==> config.mk <==
export PLATFORM = sky130hd
export DESIGN_NAME = pattern_scan_ctrl
export DESIGN_NICKNAME = d
export VERILOG_FILES = /design/src/rtl/pattern_scan_ctrl.sv
export SDC_FILE = /design/constraint.sdc
export NUM_CORES = 1
export LEC_CHECK = 0
export ABC_AREA = 1
export CAP_MARGIN = 10
export CORE_UTILIZATION = 35
export CTS_CLUSTER_SIZE = 8
export DETAILED_ROUTE_END_ITERATION = 16
export PLACE_DENSITY_LB_ADDON = 0.25
export SLEW_MARGIN = 10
export SYNTH_ARGS = -nofsm -noshare
export SYNTH_HDL_FRONTEND = slang
export SYNTH_SLANG_ARGS = --single-unit
==> constraint.sdc <==
create_clock -name clk -period 0.81 [get_ports clk]
set_clock_uncertainty 0.15 [all_clocks]
set_input_delay 0.243 -clock clk [delete_from_list [all_inputs] [get_ports clk]]
set_output_delay 0.243 -clock clk [all_outputs]
set_load 0.1 [all_outputs]
==> src/rtl/pattern_scan_ctrl.sv <==
// Serial pattern detector: configurable pattern/length/overlap, start/stop scan control.
// Define PATTERN_SCAN_COUNT_EN to build the saturating detection counter.
module pattern_scan_ctrl #(
    parameter int PAT_W = 4,
    parameter int CNT_W = 8
) (
    input  logic                         clk,
    input  logic                         reset_n,
    input  logic                         cfg_valid,
    output logic                         cfg_ready,
    input  logic [PAT_W-1:0]             cfg_pattern,
    input  logic [$clog2(PAT_W+1)-1:0]   cfg_len,
    input  logic                         cfg_overlap,
    input  logic                         start,
    input  logic                         stop,
    input  logic                         in_valid,
    input  logic                         inbit,
    output logic                         busy,
    output logic                         detect,
    output logic [CNT_W-1:0]             det_count,
    output logic                         count_sat,
    output logic                         cfg_err
);
    localparam int LEN_W = $clog2(PAT_W + 1);
    localparam logic [LEN_W-1:0] MAX_LEN = LEN_W'(PAT_W);
    localparam logic [PAT_W-1:0] DEF_PAT = PAT_W'(4'b1001);
    localparam logic [LEN_W-1:0] DEF_LEN = LEN_W'(4);

    typedef enum logic {IDLE, SCAN} state_t;
    state_t state, state_nxt;

    logic [1:0]       rst_sync;
    logic             rst_int_n;
    logic [PAT_W-1:0] pat_p1, hist_p1, hist_shift, len_mask;
    logic [LEN_W-1:0] len_p1, fill_p1, fill_inc;
    logic             ovl_p1, detect_p1, cfg_err_p1;
    logic             cfg_take, cfg_legal, scan_start, scan_stop, sample, match;

    // Assert asynchronously, release two edges after reset_n rises.
    always_ff @(posedge clk or negedge reset_n) begin
        if (!reset_n) rst_sync <= 2'b00;
        else          rst_sync <= {rst_sync[0], 1'b1};
    end
    assign rst_int_n = rst_sync[1];

    always_ff @(posedge clk or negedge rst_int_n) begin
        if (!rst_int_n) state <= IDLE;
        else            state <= state_nxt;
    end

    always_comb begin
        state_nxt = state;
        cfg_ready = 1'b0;
        busy      = 1'b0;
        case (state)
            IDLE: begin
                cfg_ready = 1'b1;
                if (start && !stop) state_nxt = SCAN;
            end
            SCAN: begin
                busy = 1'b1;
                if (stop) state_nxt = IDLE;
            end
            default: state_nxt = IDLE;
        endcase
    end

    assign cfg_take   = (state == IDLE) && cfg_valid;
    assign cfg_legal  = (cfg_len != '0) && (cfg_len <= MAX_LEN);
    assign scan_start = (state == IDLE) && start && !stop;
    assign scan_stop  = (state == SCAN) && stop;
    assign sample     = (state == SCAN) && !stop && in_valid;
    assign hist_shift = {hist_p1[PAT_W-2:0], inbit};
    assign fill_inc   = (fill_p1 >= MAX_LEN) ? MAX_LEN : fill_p1 + 1'b1;

    always_comb begin
        len_mask = '0;
        for (int i = 0; i < PAT_W; i++) len_mask[i] = (LEN_W'(i) < len_p1);
    end

    assign match = (((hist_shift ^ pat_p1) & len_mask) == '0) && (fill_inc >= len_p1);

    // Shadow configuration; illegal offers only raise the sticky error.
    always_ff @(posedge clk or negedge rst_int_n) begin
        if (!rst_int_n) begin
            pat_p1     <= DEF_PAT;
            len_p1     <= DEF_LEN;
            ovl_p1     <= 1'b0;
            cfg_err_p1 <= 1'b0;
        end else if (cfg_take) begin
            if (cfg_legal) begin
                pat_p1     <= cfg_pattern;
                len_p1     <= cfg_len;
                ovl_p1     <= cfg_overlap;
                cfg_err_p1 <= 1'b0;
            end else begin
                cfg_err_p1 <= 1'b1;
            end
        end
    end

    // Non-overlap mode restarts the fill so matched bits cannot be reused.
    always_ff @(posedge clk or negedge rst_int_n) begin
        if (!rst_int_n) begin
            hist_p1   <= '0;
            fill_p1   <= '0;
            detect_p1 <= 1'b0;
        end else begin
            detect_p1 <= sample && match;
            if (scan_start) begin
                fill_p1 <= '0;
            end else if (scan_stop) begin
                hist_p1 <= '0;
                fill_p1 <= '0;
            end else if (sample) begin
                hist_p1 <= hist_shift;
                fill_p1 <= (match && !ovl_p1) ? '0 : fill_inc;
            end
        end
    end

    assign detect  = detect_p1;
    assign cfg_err = cfg_err_p1;

`ifdef PATTERN_SCAN_COUNT_EN
    logic [CNT_W-1:0] cnt_p1;

    function automatic logic [CNT_W-1:0] sat_inc(input logic [CNT_W-1:0] v);
        return (&v) ? v : v + 1'b1;
    endfunction

    always_ff @(posedge clk or negedge rst_int_n) begin
        if (!rst_int_n)           cnt_p1 <= '0;
        else if (scan_start)      cnt_p1 <= '0;
        else if (sample && match) cnt_p1 <= sat_inc(cnt_p1);
    end

    assign det_count = cnt_p1;
    assign count_sat = &cnt_p1;
`else
    assign det_count = '0;
    assign count_sat = 1'b0;
`endif

endmodule

* Word-level counts from Yosys, hierarchy flattened
Index checks and enable logic that the tools add are counted.
Operators by class: add/subtract/negate cells 1, order comparisons 7, shift operators 0, reductions and logical operators 19, muxes and demuxes 13, multipliers 0, equality and inequality tests 0, divide/modulo/power cells 0, bitwise gates (word level) 4
Operators with widths (count):
- 2-to-1 mux 3 bit | 7
- logical AND 1 bit | 11
- < comparator 1 x 3 -> 1 bit (first input constant) | 2
- < comparator 2 x 3 -> 1 bit (first input constant) | 2
- nonzero test 3 bit | 2
- 2-to-1 mux 1 bit | 5
- bitwise AND 4 bit | 1
- zero test 4 bit | 1
- AND reduction 2 bit | 2
- XOR 4 bit | 1
- adder 3 x 1 -> 3 bit (second input constant) | 1
- >= comparator 3 bit | 1
- >= comparator 3 bit (second input constant) | 1
- less-or-equal comparator 3 bit (second input constant) | 1
- zero test 1 bit | 2
- inverter 1 bit | 2
- one-hot mux 1 bit (2 select lines) | 1
- nonzero test 2 bit | 1
Word-level totals: memory bits (writable) 0, bits in latches 0, bits in registers 19, ROM bits 0, memories 0, output and inout bits 13, word-level logic and storage cells 53

* Longest topological paths before layout
Gate-level depths: netlist of run 1.
depth in word-level cells 9, depth in mapped cells 10

* Least setup slack after synthesis of run 1
Ideal clock, no wire load.
path type register to register, start point register state, end point register pat_p1[1], stages on the path, launching flop included 7, arrival time 2045 ps, required time 543 ps, buffers on the path 1, setup slack -1502 ps, cells stage by stage dfrtp_1 inv_2 nand4_4 inv_4 buf_12 nand2_2 o21ai_2
Between the ends: word-level cells in the longest chain between the ends 3
RTL lines:
- from (decl) | RTL line 30 | state_t state, state_nxt;
- from (signal assigned) | RTL line 48 | else state <= state_nxt;
- inverter 1 bit
- logical AND 1 bit | RTL line 68 | assign cfg_take = (state == IDLE) && cfg_valid;
- AND reduction 2 bit (no source line)
- to (signal assigned) | RTL line 92 | pat_p1 <= cfg_pattern;
- to (decl) | RTL line 34 | logic [PAT_W-1:0] pat_p1, hist_p1, hist_shift, len_mask;
No other way between the ends. A chain may end at the register's enable or synchronous reset.

* Worst setup path in the final report of run 1
start point register fill_p1[1], end point register fill_p1[1]
Between the ends: word-level cells in the longest chain between the ends 9, elaborated cells between the ends (all ways) 10, those cells by class add/sub: 1; order compare: 2; mux: 5; reduce/logical: 2
RTL lines:
- from (decl) | RTL line 35 | logic [LEN_W-1:0] len_p1, fill_p1, fill_inc;
- from (signal assigned) | RTL line 117 | fill_p1 <= (match && !ovl_p1) ? '0 : fill_inc;
- adder 3 x 1 -> 3 bit or >= comparator 3 bit (tied branches) | RTL line 74 | assign fill_inc = (fill_p1 >= MAX_LEN) ? MAX_LEN : fill_p1 + 1'b1;
- 2-to-1 mux 3 bit * | RTL line 74
- >= comparator 3 bit | RTL line 81 | assign match = (((hist_shift ^ pat_p1) & len_mask) == '0) && (fill_inc >= len_p1);
- logical AND 1 bit | RTL line 81
- logical AND 1 bit | RTL line 117
- 2-to-1 mux 3 bit * | RTL line 117
- 2-to-1 mux 3 bit * | RTL line 115 | end else if (sample) begin
- 2-to-1 mux 3 bit * | RTL line 112 | end else if (scan_stop) begin
- 2-to-1 mux 3 bit * | RTL line 110 | if (scan_start) begin
Every way passes the cells marked *; elsewhere a longest branch is shown, timed or not. The select of a mux whose other input is x is not followed.

==> metrics.md, run 1 <==
| Metric | Value |
|---|---|
| Status | finished, violations left |
| Failing checks | hold timing, setup timing |
| Avg Inst Size Synth | ~8.5 sq um |
| WL/cell | between 10 and 15 um |
| 1st-iter DRT viols | 25 |
| Synth warn | 0 |
| Register bit total from synthesis | 19 |
| Synth area leaders | dfrtp_1 36%, nand2_1 12%, dfstp_2 7.1% |
| CTS root buffer | clkbuf_4 |
| Die area | about 0.0034 sq mm |
| Mapped Area | ~0.0011 sq mm |
| M1 WL | ~1.1 mm |
| CTS tree | built |
| Final wirelength | ~2.7 mm |
| Unique cell type count in the Yosys netlist | 25 |
| Mux cell area share after synthesis | 0 |
| First-pass GRT wire length | approximately 4.3 mm |
| Worst-path maximum fanout | 3 |
| Row count | 20 |
| Hold crit path type | in2async |
| Post-route minimum period | roughly 1.9 ns |
| Top routing layer in use | met4 |
| CTS Buffer Depth | 2 |
| Die width | slightly below 60 um |
| Final Cycle Share | 2.33 |
| Data required time of the worst path | approximately 0.86 ns |
| Antenna Nets Post-Route | 0 |
| WP data arrival | roughly 1.9 ns |
| Drc violations | 0 |
| Worst-Skew Late Latency | approximately 0.3 ns |
| Final instance area | around 0.0018 sq mm |
| Synth Area in XOR/XNOR | 0 |
| Total gr overflow | 0 |
| Layout cell share with drive strength beyond 1 | 0.492 |
| Synth Area in Adders | 0.0564 |
| GRT Overall Usage | 0.170 |
| FILL cells | between 200 and 250 |
| Worst Hold Slack | -0.0703 ns |
| WS Path Type | reg2reg |
| Sequential cell area fraction in the yosys report | 0.432 |
| Placed cell areas | between 0.0015 and 0.002 sq mm |
| Yosys top cell area share | 0.361 |
| Slew Viols, Final | 0 |
| Leading area contributor after synthesis | dfrtp_1 |
| Vias in the first global route | 1032 |
| Clk sinks | 19 |
| P_leak | a little under 0.0009 uW |
| Gpl congestion | just over 0.8 |
| Core ar. | approximately 0.0030 sq mm |
| Htree depth | 1 |
| CTS clk-pin slew, worst paths | roughly 0.11 ns |
| Max VDD drop | roughly 0.00076 V |
| Fmax | about 530 MHz |
| Largest net degree at the start of global routing | 13 |
| Ports | 28 |
| Total CTS buffers | 3 |
| Met3 WL | slightly above 100 um |
| Post-DP HPWL | about 1.8 mm |
| Nets | between 200 and 250 |
| Fin. Hold Viols | 2 |
| ANT cells | 0 |
| Final setup fails | 21 |
| Initial antenna violation count | 0 |
| Main combinational cell family by area after synthesis | simple AND/OR/NAND/NOR gates |
| Type of origin of the critical path | register |
| Max Cap Viol | 0 |
| DR vias/cell | around 4.5 |
| Port bufs | 18 |
| Met2 WL | between 1 and 1.5 mm |
| Drt first pass iters | 4 |
| Post-Synthesis Cells | between 100 and 150 |
| Post-synthesis simple-gate area fraction | 0.236 |
| Vias | about 1000 |
| RSZ-0062 raised after global routing | yes |
| Initial core utilization | 0.367 |
| Die H | ~58 um |
| Area Overhead vs Synth | 65.7% |
| PwrDens | 1780 mW/mm^2 |
| Worst setup margin | -1.08 ns |
| Compound-cell area share of the yosys netlist | 0.117 |
| Worst setup EP type | register |
final cells by class:
cell class / instances / area [sq um] / share of cell area
sequential: 19 / 490 / 0.267
inverter: 21 / 101 / 0.0551
timing repair inverter: 1 / 8.76 / 0.00476
clock buffer: 3 / 22.5 / 0.0122
clock inverter: 1 / 5.00 / 0.00272
tap: 44 / 55.1 / 0.0299
timing repair buffer: 52 / 527 / 0.286
multi-input combinational: 88 / 629 / 0.342
cells in the final DEF, fill, tap and decap left out, types with 5 or more instances in the layout:
cell             Yosys  layout
nand2_2              3       8
nor2_1               7       5
buf_4                9      26
inv_1               19      15
buf_12               1       6
nand2_1             36      26
buf_6                0       5
o21ai_2              8       7
conb_1               2      10
clkdlybuf4s50_1      0      14
dfrtp_1             16      13
nand2_4              0       5
synthesized netlist by cell type:
cell type	number
nor3_1	1
o21ai_0	1
nand3_2	1
o21a_1	1
dfrtp_1	16
nor2_2	2
a31oi_1	1
nand2_2	3
o211ai_1	1
nand3_1	3
buf_4	9
inv_1	19
a21oi_1	3
conb_1	2
nor2_1	7
ha_1	5
nand4_4	1
buf_12	1
inv_2	1
inv_4	1
o21ai_2	8
o22ai_1	3
nand3_4	1
nand2_1	36
dfstp_2	3
layer usage:
| metal | track usage | up-vias |
|---|---|---|
| li1 | - | 498 |
| met1 | 0.188 | 498 |
| met2 | 0.320 | 36 |
| met3 | 0.0286 | 4 |
| met4 | 0.0714 | 0 |
| met5 | 0 | - |
critical path, stage by stage (launching register included):
cell,delay [ns]
dfrtp_1,0.43
inv_2,0.09
ha_4,0.21
inv_4,0.06
nor2_4,0.03
ha_4,0.26
nand2_2,0.05
o211ai_1,0.23
nand3_2,0.14
nand2_1,0.08
nand2_1,0.06
cell families (layout without fill, tap and decap cells):
logic type / count (synthesis) / after routing
and+or+nand+nor: 55 / 55
buffers and inverters: 31 / 78
DFF: 19 / 19
AOI/OAI and AO/OA: 18 / 18
adders and majority gates: 5 / 5
other: 2 / 10
worst paths after layout:
kind | start | to | slack (ns) | cells after the start
max | fill_p1[1] | fill_p1[1] | -1.08 | 10
min | reset_n | rst_sync[1] | -0.07 | 1
max reg2reg | fill_p1[1] | fill_p1[1] | -1.08 | 10
min reg2reg | rst_sync[1] | hist_p1[0] | 0.08 | 1
max in group asynchronous | rst_sync[1] | len_p1[2] | 0.23 | 1
min in group clk | rst_sync[0] | rst_sync[1] | 0.23 | 0
metrics by stage:
step                setup TNS, ns  utilization  total power (uW)  setup WS (ns)  std cells
finish                     -13.82        0.607              3270          -1.08        229
floorplan                  -12.75            -              2010         -0.961        138
global placement           -14.32        0.517              2390          -1.00        215
detailed placement         -14.99        0.517              2430          -1.12        215
CTS                        -13.97        0.564              3040          -1.13        225
global route               -14.88        0.607              3490          -1.17        229
sequential cells by signal (all words and copies together), names as in the netlist:
signal / count
cfg_err: 1
detect: 1
fill_p1: 3
hist_p1: 3
len_p1: 3
ovl_p1: 1
pat_p1: 4
rst_sync: 2
state: 1
power breakdown:
part           internal, uW  switching [uW]
logic                   701             885
clock network           184             315
registers              1090            90.6
timing repair:
| action | in CTS | in global routing |
|---|---|---|
| gates cloned | 1 | 0 |
| endpoints found under the hold margin | 2 | 2 |
| setup endpoints to repair | 21 | 21 |
| setup buffers | 5 | 4 |
| resized for setup | 19 | 24 |
| pin swaps | 7 | 11 |
No activity file was read; power rests on OpenSTA's default activity.
==> run 2, diff against run 1 <==
==> constraint.sdc (replaced) <==
create_clock -name clk -period 0.81 [get_ports clk]
set_clock_uncertainty 0.15 [all_clocks]
set_input_delay 0.081 -clock clk [delete_from_list [all_inputs] [get_ports clk]]
set_output_delay 0.081 -clock clk [all_outputs]
set_load 0.1 [all_outputs]
==> run 2 against run 1 <==
  * The flow finishes with violations (setup timing)
  * Wire length down 13%
  * Sequential power about the same
  * Largest cell class unchanged
  * Cell area is 5.2% lower
  * Setup slack better by 0.022 ns
  * Via count shrank 7.4%
  * Sequential share of layout area up 1.5 points
  * Hold slack better by 0.14 ns
  * Non-clock buffer count is 4 lower
  * Core utilization down 3.2 points
  * Die area unchanged
  * Maximum frequency increased by 1.2%
  * Largest power group unchanged
  * Global-route usage is 1.3 points lower
==> metrics.md, run 2 (synthesis gave the netlist of run 1 again) <==
| Metric | Value |
|---|---|
| Status | finished, violations left |
| Failing checks | setup timing |
| Layout cell share with drive strength beyond 1 | 0.436 (-0.0554) |
| PwrDens | 1730 mW/mm^2 (-2.5%) |
| Psw | 1170 uW (-9.2%) |
| Fmax | 536 MHz (+1.2%) |
| Slew Viols, Final | 0 (unchanged) |
| WP data arrival | 1.92 ns (-0.02 ns) |
| Nets | 202 (-1.9%) |
| Worst-path maximum fanout | 3 (unchanged) |
| Worst setup margin | -1.06 ns (+0.0225 ns) |
| Top reg by flops | pat_p1 |
| Drt first pass iters | 4 (unchanged) |
| CTS tree | built |
| CTS root buffer | clkbuf_4 |
| Data required time of the worst path | 0.86 ns (about the same) |
| Total CTS buffers | 3 (unchanged) |
| Vias | 959 (-7.4%) |
| Worst Hold Slack | 0.0697 ns (+0.140 ns) |
| P_leak | 0.000862 uW (-3.1%) |
| WL/cell | 10.3 um (-11%) |
| Max reg flops | 4 (unchanged) |
| CTS Buffer Depth | 2 (unchanged) |
| Post-Route Setup TNS | -12.91 ns (+0.910 ns) |
| First-pass GRT wire length | 4.02 mm (-7.0%) |
| Final wirelength | 2.31 mm (-13%) |
| Pwr Total | 3020 uW (-7.6%) |
| Clk sinks | 19 (unchanged) |
| Htree depth | 1 (unchanged) |
| RSZ-0062 raised after global routing | yes |
| ANT cells | 0 (unchanged) |
| Vias in the first global route | 980 (-5.0%) |
| Max VDD drop | 0.000794 V (+4.8%) |
| GRT Overall Usage | 0.157 (-0.0131) |
| Antenna Nets Post-Route | 0 (unchanged) |
| Initial antenna violation count | 0 (unchanged) |
| Max Cap Viol | 0 (unchanged) |
| Ports | 28 (unchanged) |
| Internal power | 1850 uW (-6.5%) |
| Type of origin of the critical path | register |
| 1st-iter DRT viols | 22 (-12%) |
| Initial core utilization | 0.367 (unchanged) |
| Drc violations | 0 (unchanged) |
| R2R cell count | 10 (unchanged) |
| Worst flop-to-flop path endpoint | fill_p1[1] |
| Die H | 58.3 um (unchanged) |
| Gpl congestion | 0.800 (-3.3%) |
| Final Cycle Share | 2.30 (-0.0277) |
| DR vias/cell | 4.26 (-5.8%) |
| Die width | 58.3 um (unchanged) |
| FILL cells | 253 (+2.0%) |
| WS Path Type | reg2reg |
| Port bufs | 18 (unchanged) |
| Hold crit path type | reg2async |
| CTS clk-pin slew, worst paths | 0.11 ns (about the same) |
| Combinational share of power | 0.450 (-0.035) |
| Start of the worst register-to-register path | fill_p1[0] |
| R2r setup slk | -1.06 ns (+0.02 ns) |
| Total gr overflow | 0 (unchanged) |
| Final setup fails | 21 (unchanged) |
| Die area | 0.00340 sq mm (unchanged) |
| Fin. Hold Viols | 0 (-2) |
| Area of the multi-input gates | 579 sq um (-8.0%) |
| Final instance area | 0.00174 sq mm (-5.2%) |
| Worst setup EP type | register |
| Switching Share | 0.388 (-0.00682) |
| Placed cell areas | 0.00155 sq mm (-0.80%) |
| Clock share of power | 0.158 (+0.005) |
| Post-route minimum period | 1.87 ns (-0.0225 ns) |
| Post-DP HPWL | 1.73 mm (-1.4%) |
| Core ar. | 0.00303 sq mm (unchanged) |
| Worst-Skew Late Latency | 0.29 ns (about the same) |
| Seq pwr share | 0.392 (+0.030) |
| FF+latch area | 490 sq um (unchanged) |
| Row count | 20 (unchanged) |
| Largest net degree at the start of global routing | 13 (unchanged) |
| Most frequent cells in the layout | 28 x nand2_1, 24 x buf_4, 16 x inv_1 |
| Commonest non-fill, non-tap cell in the layout | nand2_1 |
| Area Overhead vs Synth | 57.0% |
[run 2: cell type report]
class,instances,share of cell area
multi-input cells,88,0.332
flip-flops and latches,19,0.281
repair buffers,48,0.278
inverters,21,0.0567
well taps,44,0.0316
clock buffers,4,0.0151
repair inverters,1,0.00503
[run 2: power by group through the flow]
stage	Clock (uW)	Sequential [uW]	Combinational, uW
after floorplan	0	1290	727
after global placement	0	1190	1190
after detailed placement	0	1200	1230
after CTS	509	1180	1320
after global routing	525	1200	1490
final	479	1180	1360
[run 2: stage by stage]
stage / setup WS [ns] / utilization / instances
after floorplan: -0.961 / - / 138
after global placement: -1.00 / 0.513 / 215
after detailed placement: -1.11 / 0.513 / 215
after CTS: -1.09 / 0.557 / 223
after global routing: -1.22 / 0.576 / 225
final: -1.06 / 0.576 / 225
[run 2: worst max-delay path, stage by stage (launching register included)]
cell and delay, ns:
dfrtp_1 0.43, inv_2 0.09, ha_4 0.19, inv_2 0.06, nor2_2 0.03, ha_1 0.28
nand2_1 0.06, o211ai_1 0.22, nand3_2 0.13, nand2_1 0.08, nand2_1 0.04
[run 2: repair_timing]
| action | CTS | global route |
|---|---|---|
| hold buffers | 1 | 0 |
| gates cloned | 1 | 0 |
| gates resized for setup | 22 | 7 |
| pin swaps | 10 | 9 |
| setup endpoints to repair | 21 | 21 |
| hold endpoints to repair | 2 | 0 |
| buffers inserted | 2 | 2 |
[run 2: how the worst max path moves through the flow]
stage / start / to / slack (ns) / cells after the start
2_1_floorplan: fill_p1[0] / fill_p1[1] / -0.96 / 10
3_3_place_gp: fill_p1[0] / fill_p1[1] / -1.00 / 10
3_5_place_dp: fill_p1[0] / fill_p1[0] / -1.11 / 10
4_1_cts: fill_p1[0] / fill_p1[0] / -1.09 / 10
5_1_grt: fill_p1[0] / fill_p1[2] / -1.22 / 10
6_report: fill_p1[0] / fill_p1[1] / -1.06 / 10
[run 2: per-layer routing]
layer	GRT usage	wire, um	part of all wire
met1	0.187	995	0.43
met2	0.284	1220	0.53
met3	0.0242	80	0.035
met4	0.0612	19	0.0082
met5	0	0	0
==> run 3, diff against run 2 <==
--- a/config.mk
+++ b/config.mk
@@ -11,6 +11,7 @@
 export CTS_CLUSTER_SIZE = 8
 export DETAILED_ROUTE_END_ITERATION = 16
 export PLACE_DENSITY_LB_ADDON = 0.25
+export SKIP_LAST_GASP = 1
 export SLEW_MARGIN = 10
 export SYNTH_ARGS = -nofsm -noshare
 export SYNTH_HDL_FRONTEND = slang
==> results of run 3 <==
Final layout, timing and power as in run 2 (identical DEF).
